--- src/rtl/i2c_util_pkg.sv ---
// Shared I2C target types: FSM state encoding and ACK/NACK bit levels.
// Latency: n/a (types only); backpressure: n/a.
package i2c_util;

    typedef enum logic [3:0] {
        IDLE,
        ADDR,
        IGNORE,
        ACK_ADDR,
        REG,
        WDATA,
        ACK_DATA,
        RDATA,
        MACK
    } i2c_target_state_t;

    localparam logic I2C_ACK  = 1'b0;
    localparam logic I2C_NACK = 1'b1;

endpackage

--- src/rtl/i2c_line_filter.sv ---
// Two-flop synchroniser plus glitch filter: a new level is accepted after FilterLen equal samples.
// Latency: 2 + FilterLen clk; backpressure: none.
module i2c_line_filter #(
    parameter int FilterLen = 3
) (
    input  logic clk,
    input  logic reset,
    input  logic raw,
    output logic level
);

    logic [1:0] sync;
    logic [3:0] cnt;

    // The idle bus level is high, so everything resets to 1.
    always_ff @(posedge clk or posedge reset) begin
        if (reset) begin
            sync  <= 2'b11;
            cnt   <= '0;
            level <= 1'b1;
        end else begin
            sync <= {sync[0], raw};
            if (sync[1] == level) begin
                cnt <= '0;
            end else if (cnt == 4'(FilterLen - 1)) begin
                level <= sync[1];
                cnt   <= '0;
            end else begin
                cnt <= cnt + 4'd1;
            end
        end
    end

endmodule

--- src/rtl/si570_i2c_target.sv ---
// Si570-style I2C register target: START/STOP decode, address match, 8-bit pointer, strobe bus.
// Latency: ~6 clk pin-to-event; backpressure: none (no clock stretching, reg_rdata 1 clk after reg_re).
module si570_i2c_target
    import i2c_util::*;
#(
    parameter logic [6:0] I2CAddress    = 7'h55,
    parameter int         FilterLen     = 3,
    parameter bit         AutoIncrement = 1'b1
) (
    input  logic       clk,
    input  logic       reset,
    input  logic       scl_i,
    input  logic       sda_i,
    output logic       sda_o,
    output logic       sda_t,
    output logic [7:0] reg_addr,
    output logic [7:0] reg_wdata,
    output logic       reg_we,
    output logic       reg_re,
    input  logic [7:0] reg_rdata,
    output logic       busy
);

    i2c_target_state_t state, state_nxt;

    logic       scl_f, sda_f, scl_d, sda_d;
    logic       scl_rise, scl_fall, start_det, stop_det;
    logic [3:0] cnt, cnt_nxt;
    logic [7:0] sr, sr_nxt, ptr, ptr_nxt, wdata_nxt, byte_in;
    logic       sda_rel, rel_nxt, we_nxt, re_nxt, re_d, busy_nxt;
    logic       rw, rw_nxt, mack_ok, mack_ok_nxt;

    i2c_line_filter #(.FilterLen(FilterLen)) u_scl_filter (
        .clk   (clk),
        .reset (reset),
        .raw   (scl_i),
        .level (scl_f)
    );

    i2c_line_filter #(.FilterLen(FilterLen)) u_sda_filter (
        .clk   (clk),
        .reset (reset),
        .raw   (sda_i),
        .level (sda_f)
    );

    assign scl_rise  = scl_f & ~scl_d;
    assign scl_fall  = ~scl_f & scl_d;
    assign start_det = scl_f & sda_d & ~sda_f;
    assign stop_det  = scl_f & ~sda_d & sda_f;
    assign byte_in   = {sr[6:0], sda_f};

    assign sda_o    = 1'b0;
    assign sda_t    = sda_rel;
    assign reg_addr = ptr;

    always_ff @(posedge clk or posedge reset) begin
        if (reset) begin
            state     <= IDLE;
            scl_d     <= 1'b1;
            sda_d     <= 1'b1;
            cnt       <= '0;
            sr        <= '0;
            ptr       <= '0;
            reg_wdata <= '0;
            sda_rel   <= 1'b1;
            reg_we    <= 1'b0;
            reg_re    <= 1'b0;
            re_d      <= 1'b0;
            busy      <= 1'b0;
            rw        <= 1'b0;
            mack_ok   <= 1'b0;
        end else begin
            state     <= state_nxt;
            scl_d     <= scl_f;
            sda_d     <= sda_f;
            cnt       <= cnt_nxt;
            sr        <= sr_nxt;
            ptr       <= ptr_nxt;
            reg_wdata <= wdata_nxt;
            sda_rel   <= rel_nxt;
            reg_we    <= we_nxt;
            reg_re    <= re_nxt;
            re_d      <= reg_re;
            busy      <= busy_nxt;
            rw        <= rw_nxt;
            mack_ok   <= mack_ok_nxt;
        end
    end

    always_comb begin
        state_nxt   = state;
        cnt_nxt     = cnt;
        sr_nxt      = sr;
        ptr_nxt     = ptr;
        wdata_nxt   = reg_wdata;
        rel_nxt     = sda_rel;
        we_nxt      = 1'b0;
        re_nxt      = 1'b0;
        busy_nxt    = busy;
        rw_nxt      = rw;
        mack_ok_nxt = mack_ok;

        // Pointer post-increments the cycle after each strobe, so the strobe sees the old address.
        if (reg_we || reg_re) ptr_nxt = ptr + {7'd0, AutoIncrement};
        if (re_d) sr_nxt = reg_rdata;

        if (start_det) begin
            state_nxt = ADDR;
            cnt_nxt   = '0;
            rel_nxt   = 1'b1;
            busy_nxt  = 1'b0;
        end else if (stop_det) begin
            state_nxt = IDLE;
            rel_nxt   = 1'b1;
            busy_nxt  = 1'b0;
        end else begin
            case (state)
                ADDR: begin
                    if (scl_rise) begin
                        sr_nxt  = byte_in;
                        cnt_nxt = cnt + 4'd1;
                        if (cnt == 4'd7) begin
                            rw_nxt    = sda_f;
                            state_nxt = (byte_in[7:1] == I2CAddress) ? ACK_ADDR : IGNORE;
                        end
                    end
                end
                // First fall starts the ACK, second fall ends it; sda_rel tells the two apart.
                ACK_ADDR: begin
                    if (scl_fall) begin
                        if (sda_rel) begin
                            rel_nxt  = I2C_ACK;
                            busy_nxt = 1'b1;
                        end else if (rw) begin
                            state_nxt = RDATA;
                            cnt_nxt   = '0;
                            rel_nxt   = sr[7];
                        end else begin
                            state_nxt = REG;
                            cnt_nxt   = '0;
                            rel_nxt   = 1'b1;
                        end
                    end else if (scl_rise && rw && !sda_rel) begin
                        re_nxt = 1'b1;
                    end
                end
                REG, WDATA: begin
                    if (scl_rise) begin
                        sr_nxt  = byte_in;
                        cnt_nxt = cnt + 4'd1;
                        if (cnt == 4'd7) begin
                            state_nxt = ACK_DATA;
                            if (state == REG) begin
                                ptr_nxt = byte_in;
                            end else begin
                                wdata_nxt = byte_in;
                                we_nxt    = 1'b1;
                            end
                        end
                    end
                end
                ACK_DATA: begin
                    if (scl_fall) begin
                        if (sda_rel) begin
                            rel_nxt = I2C_ACK;
                        end else begin
                            state_nxt = WDATA;
                            cnt_nxt   = '0;
                            rel_nxt   = 1'b1;
                        end
                    end
                end
                RDATA: begin
                    if (scl_rise) begin
                        cnt_nxt = cnt + 4'd1;
                    end else if (scl_fall) begin
                        if (cnt == 4'd8) begin
                            state_nxt   = MACK;
                            rel_nxt     = 1'b1;
                            mack_ok_nxt = 1'b0;
                        end else begin
                            sr_nxt  = {sr[6:0], 1'b0};
                            rel_nxt = sr[6];
                        end
                    end
                end
                MACK: begin
                    if (scl_rise) begin
                        if (sda_f == I2C_ACK) begin
                            re_nxt      = 1'b1;
                            mack_ok_nxt = 1'b1;
                        end else begin
                            state_nxt = IGNORE;
                        end
                    end else if (scl_fall && mack_ok) begin
                        state_nxt = RDATA;
                        cnt_nxt   = '0;
                        rel_nxt   = sr[7];
                    end
                end
                IDLE, IGNORE: ;
                default: state_nxt = IDLE;
            endcase
        end
    end

endmodule

--- config.mk ---
export PLATFORM = sky130hd
export DESIGN_NAME = si570_i2c_target
export DESIGN_NICKNAME = d
export VERILOG_FILES = /design/src/rtl/i2c_util_pkg.sv /design/src/rtl/i2c_line_filter.sv /design/src/rtl/si570_i2c_target.sv
export SDC_FILE = /design/constraint.sdc
export NUM_CORES = 1
export LEC_CHECK = 0
export ABC_AREA = 1
export BUFFER_PORTS_ARGS = -buffer_cell sky130_fd_sc_hd__buf_4
export CAP_MARGIN = 20
export CORE_UTILIZATION = 40
export DETAILED_ROUTE_END_ITERATION = 8
export HOLD_SLACK_MARGIN = 0.08
export PLACE_DENSITY = 0.66
export SETUP_SLACK_MARGIN = 0.4
export SLEW_MARGIN = 20
export SYNTH_ARGS = -nofsm -noshare
export SYNTH_HDL_FRONTEND = slang
export SYNTH_HIERARCHICAL = 1
export SYNTH_SLANG_ARGS = --single-unit
--- constraint.sdc ---
create_clock -name clk -period 1.9 [get_ports clk]
set_input_delay 0.095 -clock clk [delete_from_list [all_inputs] [get_ports clk]]
set_output_delay 0.095 -clock clk [all_outputs]
set_load 0.01 [all_outputs]
==> flow_summary.toml, run 1 <==
[die]
die-area_mm2 = 0.008408
start_util = 0.4143
dieHeight_um = 91.70
die_width_um = 91.70
pin_count = 33
rows = 32
standard_cell_core_area_mm2 = 0.007767

[clocking]
worstSkewPairLatency_ns = 0.32
cts_tree = "built"
ctsHtreeMaxLevel = 2
cts.clk_slew.worst_paths_ns = 0.10
cts_made_buffers = 5
clkSinkCount = 55
cts.path.max_buffers = 2
clockRootBuffer = "sky130_fd_sc_hd__clkbuf_8"

[drt]
drcViolationCount = 0
drt_first_pass_iters = 4
drt.antenna.violating_nets = 0
drt-vias-per-instance = 4.981
routed_wl_mm = 7.820
routedWlPerCell_um = 13.37
vias = 2914
drt_iter0_drc = 120

[grt]
antenna_violations_before_repair = 0
globalRouteTotalUtil = 0.1937
overflow = 0
grt_pass1_vias = 2815
grt_pass1_wl_mm = 12.83
grt_start_max_net_pins = 42

[power_and_ir_drop]
powerDensity_mw_per_mm2 = 1071
post_layout_total_power_w = 0.004433
irDropWorstVdd_mv = 0.6768
pwr-share-clk = 0.174
cellLeakagePower_nw = 2.070
internal_power_w = 0.002588
combPwrFrac = 0.459
seq_power_share = 0.367
swShare = 0.4162
switching_power_w = 0.001845

[synthesis]
post_synth.cell_area_avg_um2 = 7.792
async_flop_share = 1.000
syn_area_mm2 = 0.003218
synthDominantAreaCellType = "sky130_fd_sc_hd__dfrtp_1"
share_of_yosys_cell_area_claimed_by_the_top_area_cell_type = 0.3577
synth-seq-area-share = 0.4312
yosys_most_used_dff = "sky130_fd_sc_hd__dfrtp_1"
synth.ff_latch_count = 55
syn-num-nets = 428
synth_cell_types = 38
synth_edf_count = 0
syn_inst = 413
ys_top_cells_by_area = "sky130_fd_sc_hd__dfrtp_1 36%, sky130_fd_sc_hd__nand2_1 13%, sky130_fd_sc_hd__dfstp_2 7.3%, sky130_fd_sc_hd__inv_1 5.8%, sky130_fd_sc_hd__nor2_1 5.8%"
yosysWarningCount = 6

[worst_hold_path]
holdCritPathClass = "in -> reg"
min_from = "reg_rdata[0]"

[final_layout]
area_delta_synth_final_pct = 28.65
num-nets-final = 497
fill_cells = 735
antennaDiodeCount = 0
final_design_area_no_fill_mm2 = 0.004140
layout.core_utilization = 0.5330
final_layout_size_suffix_gt1_frac = 0.3271

[outcome]
status = "complete, no violations"

[setup_path]
worstPathArrival_ns = 1.86
timing.critical_path.to_type = "register"
path_cells = "buf_6 -> nand2_4 -> nor2_4 -> inv_4 -> buf_4 -> nand2_2 -> nor2_2 -> nor2_4 -> nand2_2 -> nand2_1 -> nand2_1"
req_time_crit_path_ns = 2.11
slowest_stage_delay_cp_ns = 0.57
worst_path_max_delay_cell = "sky130_fd_sc_hd__dfstp_2"
start_kind = "register"
startpoint_of_the_worst_register_to_register_path = "u_sda_filter/level$_DFFE_PP1P_"
r2r_setup_slack_ns = 0.24
worst_setup_path_startpoint = "u_sda_filter/level$_DFFE_PP1P_"
timing_worst_setup_path_type = "reg -> reg"
worstPathMaxFanout = 6

[timing]
largest_clock_skew_in_the_final_design_ns = 0.01393
timing.final.hold_violations = 0
timing.final.max_slew_violations = 0
max_freq_mhz = 604.2
grt_setup_unrepaired = "yes"
finalSetupTns_ns = 0
min_period_ns = 1.655
final-setup-viol-count = 0
setup_ws_ns = 0.2450
worst-slew-pin-transition_ns = 0.5386
timing.max_slew.rel_slack = 0.6409
post-route-period-util = 0.8711

[place]
place.detailed.hpwl_mm = 5.363
dpl_cell_area_mm2 = 0.003563
io_buffers = 31
gp_congestion = 0.9019
pre_cts_slack_ns = -0.004397

[flow_run]
maxCapViolCount = 0
## metal layers
layer  routed length (um)  up-vias  share of wire  global-route usage
met2                 4018       64           0.51              0.3446
met5                    0        -              0                   0
met4                  110        0          0.014             0.07813
li1                     -     1450              -                   -
met3                  301        9          0.038             0.03317
met1                 3390     1391           0.43              0.2318
## critical path, delay by kind of cell, from the launching register on
family	cells	cell delay [ns]
DFF	1	0.57
buffers and inverters	3	0.33
and+or+nand+nor	8	0.66
## flip-flops by register name, indices dropped and copies added, names as in the netlist
signal / cells
u_sda_filter/cnt: 4
sda_d: 1
re_d: 1
reg_re: 1
rw: 1
mack_ok: 1
reg_wdata: 8
sda_t: 1
state: 4
u_scl_filter/sync: 2
reg_we: 1
reg_addr: 8
cnt: 4
u_sda_filter/sync: 2
u_scl_filter/level: 1
u_sda_filter/level: 1
scl_d: 1
u_scl_filter/cnt: 4
busy: 1
sr: 8
## layout make-up
type                    count  area, um2  area share
flip-flops and latches     55       1388      0.3351
multi-input cells         299       1735      0.4192
clock buffers               7      76.32     0.01843
clock inverters             1      30.03    0.007253
repair buffers             66      566.8      0.1369
well taps                 102      127.6     0.03082
inverters                  55      216.5     0.05228
## synthesized netlist by cell type, types with 5 or more instances
cell type / instances
sky130_fd_sc_hd__o21ai_0: 22
sky130_fd_sc_hd__nor2_2: 5
sky130_fd_sc_hd__a21oi_1: 8
sky130_fd_sc_hd__nand2_2: 10
sky130_fd_sc_hd__nor2_1: 50
sky130_fd_sc_hd__dfrtp_1: 46
sky130_fd_sc_hd__nor3_1: 5
sky130_fd_sc_hd__buf_6: 5
sky130_fd_sc_hd__inv_1: 50
sky130_fd_sc_hd__nand4_1: 5
sky130_fd_sc_hd__nand3b_1: 5
sky130_fd_sc_hd__o21ai_2: 14
sky130_fd_sc_hd__dfstp_2: 9
sky130_fd_sc_hd__nand3_1: 21
sky130_fd_sc_hd__nand2_1: 108
sky130_fd_sc_hd__nor2_4: 10
## kinds of logic after synthesis
| kind of cell | count (synthesis) | share of synthesized area |
|---|---|---|
| xor gates and xnor gates | 5 | 0.01361 |
| adders and majority gates | 3 | 0.01167 |
| buffers and inverters | 62 | 0.08592 |
| AOI/OAI and AO/OA | 58 | 0.1151 |
| other | 1 | 0.001165 |
| and+or+nand+nor | 228 | 0.3383 |
| DFF | 55 | 0.4312 |
| muxes | 1 | 0.003111 |
## power by group through the flow
stage	Clock, W	Sequential [W]	Combinational (W)
after floorplan	0	0.00160	0.00121
after global placement	0	0.00164	0.00150
after detailed placement	0	0.00165	0.00152
after CTS	0.000793	0.00162	0.00191
after global routing	0.000843	0.00165	0.00223
final	0.000773	0.00162	0.00203
## stage by stage
step,hold slack [ns],std cells
after global placement,0.05280,545
after global routing,0.1237,585
final,0.1062,585
after CTS,0.09420,583
after floorplan,-0.1038,413
after detailed placement,0.05038,545
## what timing repair did
| item | 4_1_cts | 5_1_grt |
|---|---|---|
| gates cloned | 3 | 0 |
| pin swaps | 16 | 16 |
| gates resized for setup | 31 | 16 |
| hold buffers | 3 | 0 |
| buffers inserted | 24 | 2 |
| endpoints found under the hold margin | 54 | 0 |
| setup endpoints to repair | 36 | 37 |
## placed cells by master, fill, tap and decap left out, drive strengths merged, types with 4 or more instances in the layout
cell type and instances:
a21oi 9, buf 63, clkbuf 7, dfrtp 46
dfstp 9, inv 55, nand2 121, nand3 24
nand3b 7, nand4 7, nor2 65, nor3 5
o21ai 40, xor2 4
## path summary, 6_finish.rpt
path,end,depth (start not counted)
max in group asynchronous,scl_d$_DFF_PP1_,4
min reg2reg,u_sda_filter/sync[1]$_DFF_PP1_,0
min in group asynchronous,u_sda_filter/cnt[3]$_DFF_PP0_,3
min,sr[0]$_DFF_PP0_,3
max reg2reg,state[2]$_DFFE_PP0P_,11
max,state[2]$_DFFE_PP0P_,11
Note: power is estimated with default switching activity, not from simulation.
==> run 2: changes to the inputs <==
Settings changed: CORE_ASPECT_RATIO set to 1.25, RECOVER_POWER set to 50.
==> flow_summary.toml, run 2 (synthesis results as in run 1) <==
[timing]
min_period_ns = 1.682
worst-slew-pin-transition_ns = 1.077
timing.final.max_slew_violations = 0
timing.final.hold_violations = 0
finalSetupTns_ns = 0
timing.max_slew.rel_slack = 0.2818
largest_clock_skew_in_the_final_design_ns = 0.01198
grt_setup_unrepaired = "yes"
setup_ws_ns = 0.2183
max_freq_mhz = 594.6
post-route-period-util = 0.8851
final-setup-viol-count = 0

[die]
standard_cell_core_area_mm2 = 0.007792
start_util = 0.4130
rows = 36
die_width_um = 82.23
pin_count = 33
dieHeight_um = 102.3
die-area_mm2 = 0.008410

[clocking]
cts.clk_slew.worst_paths_ns = 0.12
cts_tree = "built"
worstSkewPairLatency_ns = 0.33
cts.path.max_buffers = 2
cts_made_buffers = 5
ctsHtreeMaxLevel = 2
clkSinkCount = 55
clockRootBuffer = "sky130_fd_sc_hd__clkbuf_8"

[power_and_ir_drop]
cellLeakagePower_nw = 2.029
powerDensity_mw_per_mm2 = 1063
post_layout_total_power_w = 0.004395
irDropWorstVdd_mv = 0.6310

[place]
place.detailed.hpwl_mm = 5.541
gp_congestion = 0.8700
pre_cts_slack_ns = 0.03599
io_buffers = 31
placed_cells_incl_taps = 538

[drt]
drt_first_pass_iters = 4
drt_iter0_drc = 142
drt-vias-per-instance = 5.159
drcViolationCount = 0
routedWlPerCell_um = 14.10
vias = 2977
routed_wl_mm = 8.136
drt.antenna.violating_nets = 0

[setup_path]
slowest_stage_delay_cp_ns = 0.62
start_kind = "register"
crit_path_frequent_cell = "sky130_fd_sc_hd__nor2_4"
timing.critical_path.to_type = "register"
req_time_crit_path_ns = 2.13
path_cells = "nor2_4 -> inv_2 -> nand2_4 -> nor2_4 -> nand4_1 -> buf_6 -> nor2_4 -> a21oi_1"
worst_path_max_delay_cell = "sky130_fd_sc_hd__dfstp_1"
timing_worst_setup_path_type = "reg -> reg"
worstPathMaxFanout = 5
worstPathArrival_ns = 1.91

[final_layout]
layout.cells.most_common_list = "93 x sky130_fd_sc_hd__nand2_1, 47 x sky130_fd_sc_hd__inv_1, 44 x sky130_fd_sc_hd__dfrtp_1"
layout.cells.non_filler = 577
final_layout_size_suffix_gt1_frac = 0.3444
num-nets-final = 496
mostFrequentLayoutCell = "sky130_fd_sc_hd__nand2_1"
area_delta_synth_final_pct = 28.50
antennaDiodeCount = 0

[grt]
globalRouteTotalUtil = 0.2039
grt_pass1_wl_mm = 13.19
grt_pass1_vias = 2944
antenna_violations_before_repair = 0
grt_start_max_net_pins = 42
overflow = 0

[flow_run]
maxCapViolCount = 0

[outcome]
status = "complete, no violations"

[worst_hold_path]
holdCritPathClass = "in -> reg"
[run 2: what timing repair did]
action                                  CTS  global route
gates cloned                              2             1
hold buffers                              5             0
pin swaps                                29            16
hold endpoints to repair                 56             0
endpoints found under the setup margin   35            37
buffers inserted                         17             6
gates resized for setup                  43            30
[run 2: path summary, 6_finish.rpt]
kind,startpoint,endpoint,slack (ns),cells after the start
worst max-delay path,u_sda_filter/level$_DFFE_PP1P_,reg_addr[6]$_DFF_PP0_,0.22,8
min in group asynchronous,reset,u_sda_filter/cnt[3]$_DFF_PP0_,0.24,3
worst min-delay path,reg_rdata[5],sr[5]$_DFF_PP0_,0.10,5
max in group asynchronous,reset,state[2]$_DFFE_PP0P_,0.53,4
worst min register to register,u_sda_filter/sync[0]$_DFF_PP1_,u_sda_filter/sync[1]$_DFF_PP1_,0.36,0
worst max register to register,u_sda_filter/level$_DFFE_PP1P_,reg_addr[6]$_DFF_PP0_,0.22,8
[run 2: layout make-up]
| class | count | area, um2 |
|---|---|---|
| clock inverter | 3 | 27.53 |
| fill | 752 | 3657 |
| multi-input combinational | 299 | 1802 |
| tap | 95 | 118.9 |
| inverter | 55 | 211.5 |
| clock buffer | 5 | 68.82 |
| timing repair buffer | 65 | 516.7 |
| sequential | 55 | 1390 |
[run 2: through the flow]
step / hold WS [ns] / util / area, um2
6_report: 0.1021 / 0.5307 / 4135
5_1_grt: 0.1064 / 0.5307 / 4135
3_5_place_dp: 0.06233 / 0.4562 / 3555
2_1_floorplan: -0.1038 / - / 3226
3_3_place_gp: 0.05533 / 0.4562 / 3555
4_1_cts: 0.08835 / 0.5145 / 4009
[run 2: critical path: cells and delay by family, from the launching register on]
family / cells / cell delay, ns
flops: 1 / 0.62
buf+inv: 2 / 0.29
simple gates: 5 / 0.63
compound gates: 1 / 0.04
[run 2: routing by layer]
metal,wire [um],global-route usage,up-vias
li1,-,-,1452
met1,3235,0.2269,1425
met2,4349,0.3833,81
met3,344,0.03482,19
met4,206,0.06748,0
met5,0,0,-
[run 2: power breakdown]
group	switching (W)	internal, W
Clock	0.000443	0.000272
Sequential	0.000212	0.00141
Combinational	0.00130	0.000763
==> run 3: changes to the inputs <==
Settings changed: ABC_AREA 1 to not set, CAP_MARGIN 20 to 40.
==> flow_summary.toml, run 3 <==
[die]
pin_count = 33
start_util = 0.4166
die-area_mm2 = 0.007658
rows = 34
standard_cell_core_area_mm2 = 0.007019
die_width_um = 78.47
dieHeight_um = 97.59

[clocking]
clockRootBuffer = "sky130_fd_sc_hd__clkbuf_8"
worstSkewPairLatency_ns = 0.32
cts_made_buffers = 5
ctsHtreeMaxLevel = 2
cts.path.max_buffers = 2
clkSinkCount = 55
cts.clk_slew.worst_paths_ns = 0.10
cts_tree = "built"

[synthesis]
synth.ff_latch_count = 55
syn_inst = 290
synth_edf_count = 0
synth.cells.most_frequent = "46 x sky130_fd_sc_hd__dfrtp_1, 32 x sky130_fd_sc_hd__nor2_1, 31 x sky130_fd_sc_hd__a21oi_1"
yosys_most_used_dff = "sky130_fd_sc_hd__dfrtp_1"
syn-num-nets = 305
async_flop_share = 1.000
post_synth.cell_area_avg_um2 = 10.08
synthDominantAreaCellType = "sky130_fd_sc_hd__dfrtp_1"
ys_top_cells_by_area = "sky130_fd_sc_hd__dfrtp_1 39%, sky130_fd_sc_hd__dfstp_2 8.1%, sky130_fd_sc_hd__a21oi_1 5.3%, sky130_fd_sc_hd__mux2_2 4.6%, sky130_fd_sc_hd__nor2_1 4.1%"
synth_cell_types = 56
share_of_yosys_cell_area_claimed_by_the_top_area_cell_type = 0.3937
syn_area_mm2 = 0.002924
yosysWarningCount = 6
synth-seq-area-share = 0.4745
synth_most_common_cell = "sky130_fd_sc_hd__dfrtp_1"

[grt]
grt_pass1_wl_mm = 12.19
grt_start_max_net_pins = 42
grt_pass1_vias = 2642
overflow = 0
globalRouteTotalUtil = 0.2043
antenna_violations_before_repair = 0

[drt]
vias = 2634
routed_wl_mm = 8.008
drt-vias-per-instance = 5.522
drt_first_pass_iters = 4
routedWlPerCell_um = 16.79
drt_iter0_drc = 233
drt.antenna.violating_nets = 0
drcViolationCount = 0

[final_layout]
fill_cells = 567
final_layout_size_suffix_gt1_frac = 0.4910
layout.cells.most_common_list = "77 x sky130_fd_sc_hd__buf_4, 43 x sky130_fd_sc_hd__dfrtp_1, 17 x sky130_fd_sc_hd__a21oi_1"
layout.cells.non_filler = 477
layout.core_utilization = 0.6041
mostFrequentLayoutCell = "sky130_fd_sc_hd__buf_4"
area_delta_synth_final_pct = 45.02
num-nets-final = 401
antennaDiodeCount = 0

[flow_run]
maxCapViolCount = 0

[outcome]
status = "finished with violations"
failed_checks = "negative setup slack"

[place]
gp_congestion = 0.9020
pre_cts_slack_ns = -0.1259
io_buffers = 31
placed_cells_incl_taps = 441
place.detailed.hpwl_mm = 5.054

[setup_path]
r2r_setup_slack_ns = -0.17
worstPathMaxFanout = 8
reg_to_reg_critical_path_endpoint = "cnt[0]$_DFFE_PP0P_"
start_kind = "register"
ff2ff_path_depth = 5
timing.critical_path.to_type = "register"
startpoint_of_the_worst_register_to_register_path = "state[1]$_DFFE_PP0P_"
worstPathArrival_ns = 2.32
timing_worst_setup_path_type = "reg -> reg"
req_time_crit_path_ns = 2.15

[timing]
post-route-period-util = 1.088
min_period_ns = 2.067
worst-slew-pin-transition_ns = 1.025
timing.final.max_slew_violations = 0
largest_clock_skew_in_the_final_design_ns = 0.004465
timing.final.hold_violations = 0
max_freq_mhz = 483.7
setup_ws_ns = -0.1672
timing.max_slew.rel_slack = 0.3169
final-setup-viol-count = 11
grt_setup_unrepaired = "yes"

[power_and_ir_drop]
powerDensity_mw_per_mm2 = 898.6
pwr-share-clk = 0.192
seq_power_share = 0.405
switching_power_w = 0.001402
internal_power_w = 0.002408
combPwrFrac = 0.404
swShare = 0.3679
irDropWorstVdd_mv = 0.6686
cellLeakagePower_nw = 1.829

[worst_hold_path]
holdCritPathClass = "in -> reg"
hold_end = "sr[7]$_DFF_PP0_"
min_from = "reg_rdata[7]"
worstHoldPathCells = 3
[run 3: repair_timing]
action	in CTS	in global routing
hold buffers	8	0
cloned	1	0
endpoints found under the setup margin	37	38
hold endpoints to repair	59	0
gates resized for setup	57	31
pin swaps	3	15
buffers inserted	6	13
[run 3: routing by layer]
| metal | vias up | GRT usage | routed length [um] |
|---|---|---|---|
| met4 | 0 | 0.1125 | 266 |
| li1 | 1229 | - | - |
| met3 | 23 | 0.03662 | 343 |
| met5 | - | 0 | 0 |
| met2 | 87 | 0.3482 | 4161 |
| met1 | 1295 | 0.2398 | 3236 |
[run 3: worst max path at each step]
stage                                     from                    to  slack, ns  depth (start not counted)
final                     state[1]$_DFFE_PP0P_    cnt[0]$_DFFE_PP0P_      -0.17                          5
after global routing      state[0]$_DFFE_PP0P_    cnt[0]$_DFFE_PP0P_      -0.21                          5
after CTS                 state[0]$_DFFE_PP0P_    cnt[1]$_DFFE_PP0P_      -0.12                          5
after detailed placement  state[1]$_DFFE_PP0P_  state[0]$_DFFE_PP0P_      -0.13                          5
after global placement    state[2]$_DFFE_PP0P_  state[0]$_DFFE_PP0P_      -0.13                          5
after floorplan           state[0]$_DFFE_PP0P_    cnt[2]$_DFFE_PP0P_      -0.09                          6
[run 3: cell type report]
class	instances	area, um2	area share
clock buffers	6	82.58	0.01947
clock inverters	2	17.52	0.004131
inverters	12	45.04	0.01062
multi-input cells	211	1764	0.4161
flip-flops and latches	55	1391	0.3281
well taps	90	112.6	0.02656
repair buffers	101	827.0	0.1950
[run 3: cell families (layout without fill, tap and decap cells)]
kind of cell    after synthesis  in the layout  share of synthesized area
simple gates                100            101                     0.1973
compound gates               70             70                     0.1532
flops                        55             55                     0.4745
buf+inv                      25            121                    0.03894
mux                          21             21                    0.07702
xor+xnor                     15             15                    0.04493
fa+ha+maj                     3              3                    0.01284
other cells                   1              1                   0.001282
[run 3: through the flow]
stage / setup TNS, ns / power [W] / instance area (um2) / hold WS, ns
finish: -0.6096 / 0.003810 / 4240 / 0.09368
global route: -1.749 / 0.003997 / 4240 / 0.1055
CTS: -0.4360 / 0.003564 / 4034 / 0.08167
detailed placement: -1.083 / 0.002697 / 3593 / 0.05329
global placement: -0.8803 / 0.002675 / 3593 / 0.05349
floorplan: -0.3423 / 0.002217 / 3035 / -0.1038
[run 3: worst max-delay path, stage by stage (launching register included)]
cell and delay [ns]:
sky130_fd_sc_hd__dfrtp_2 0.46, sky130_fd_sc_hd__nor4b_4 0.32, sky130_fd_sc_hd__a31oi_1 0.12, sky130_fd_sc_hd__a311o_2 0.43
sky130_fd_sc_hd__or4_1 0.51, sky130_fd_sc_hd__a21oi_1 0.14
[run 3: power groups by stage]
stage / Clock, W / Combinational (W) / Sequential [W]
final: 0.000731 / 0.00154 / 0.00154
after floorplan: 0 / 0.000716 / 0.00150
after CTS: 0.000748 / 0.00128 / 0.00154
after global routing: 0.000786 / 0.00164 / 0.00157
after detailed placement: 0 / 0.00115 / 0.00155
after global placement: 0 / 0.00114 / 0.00154
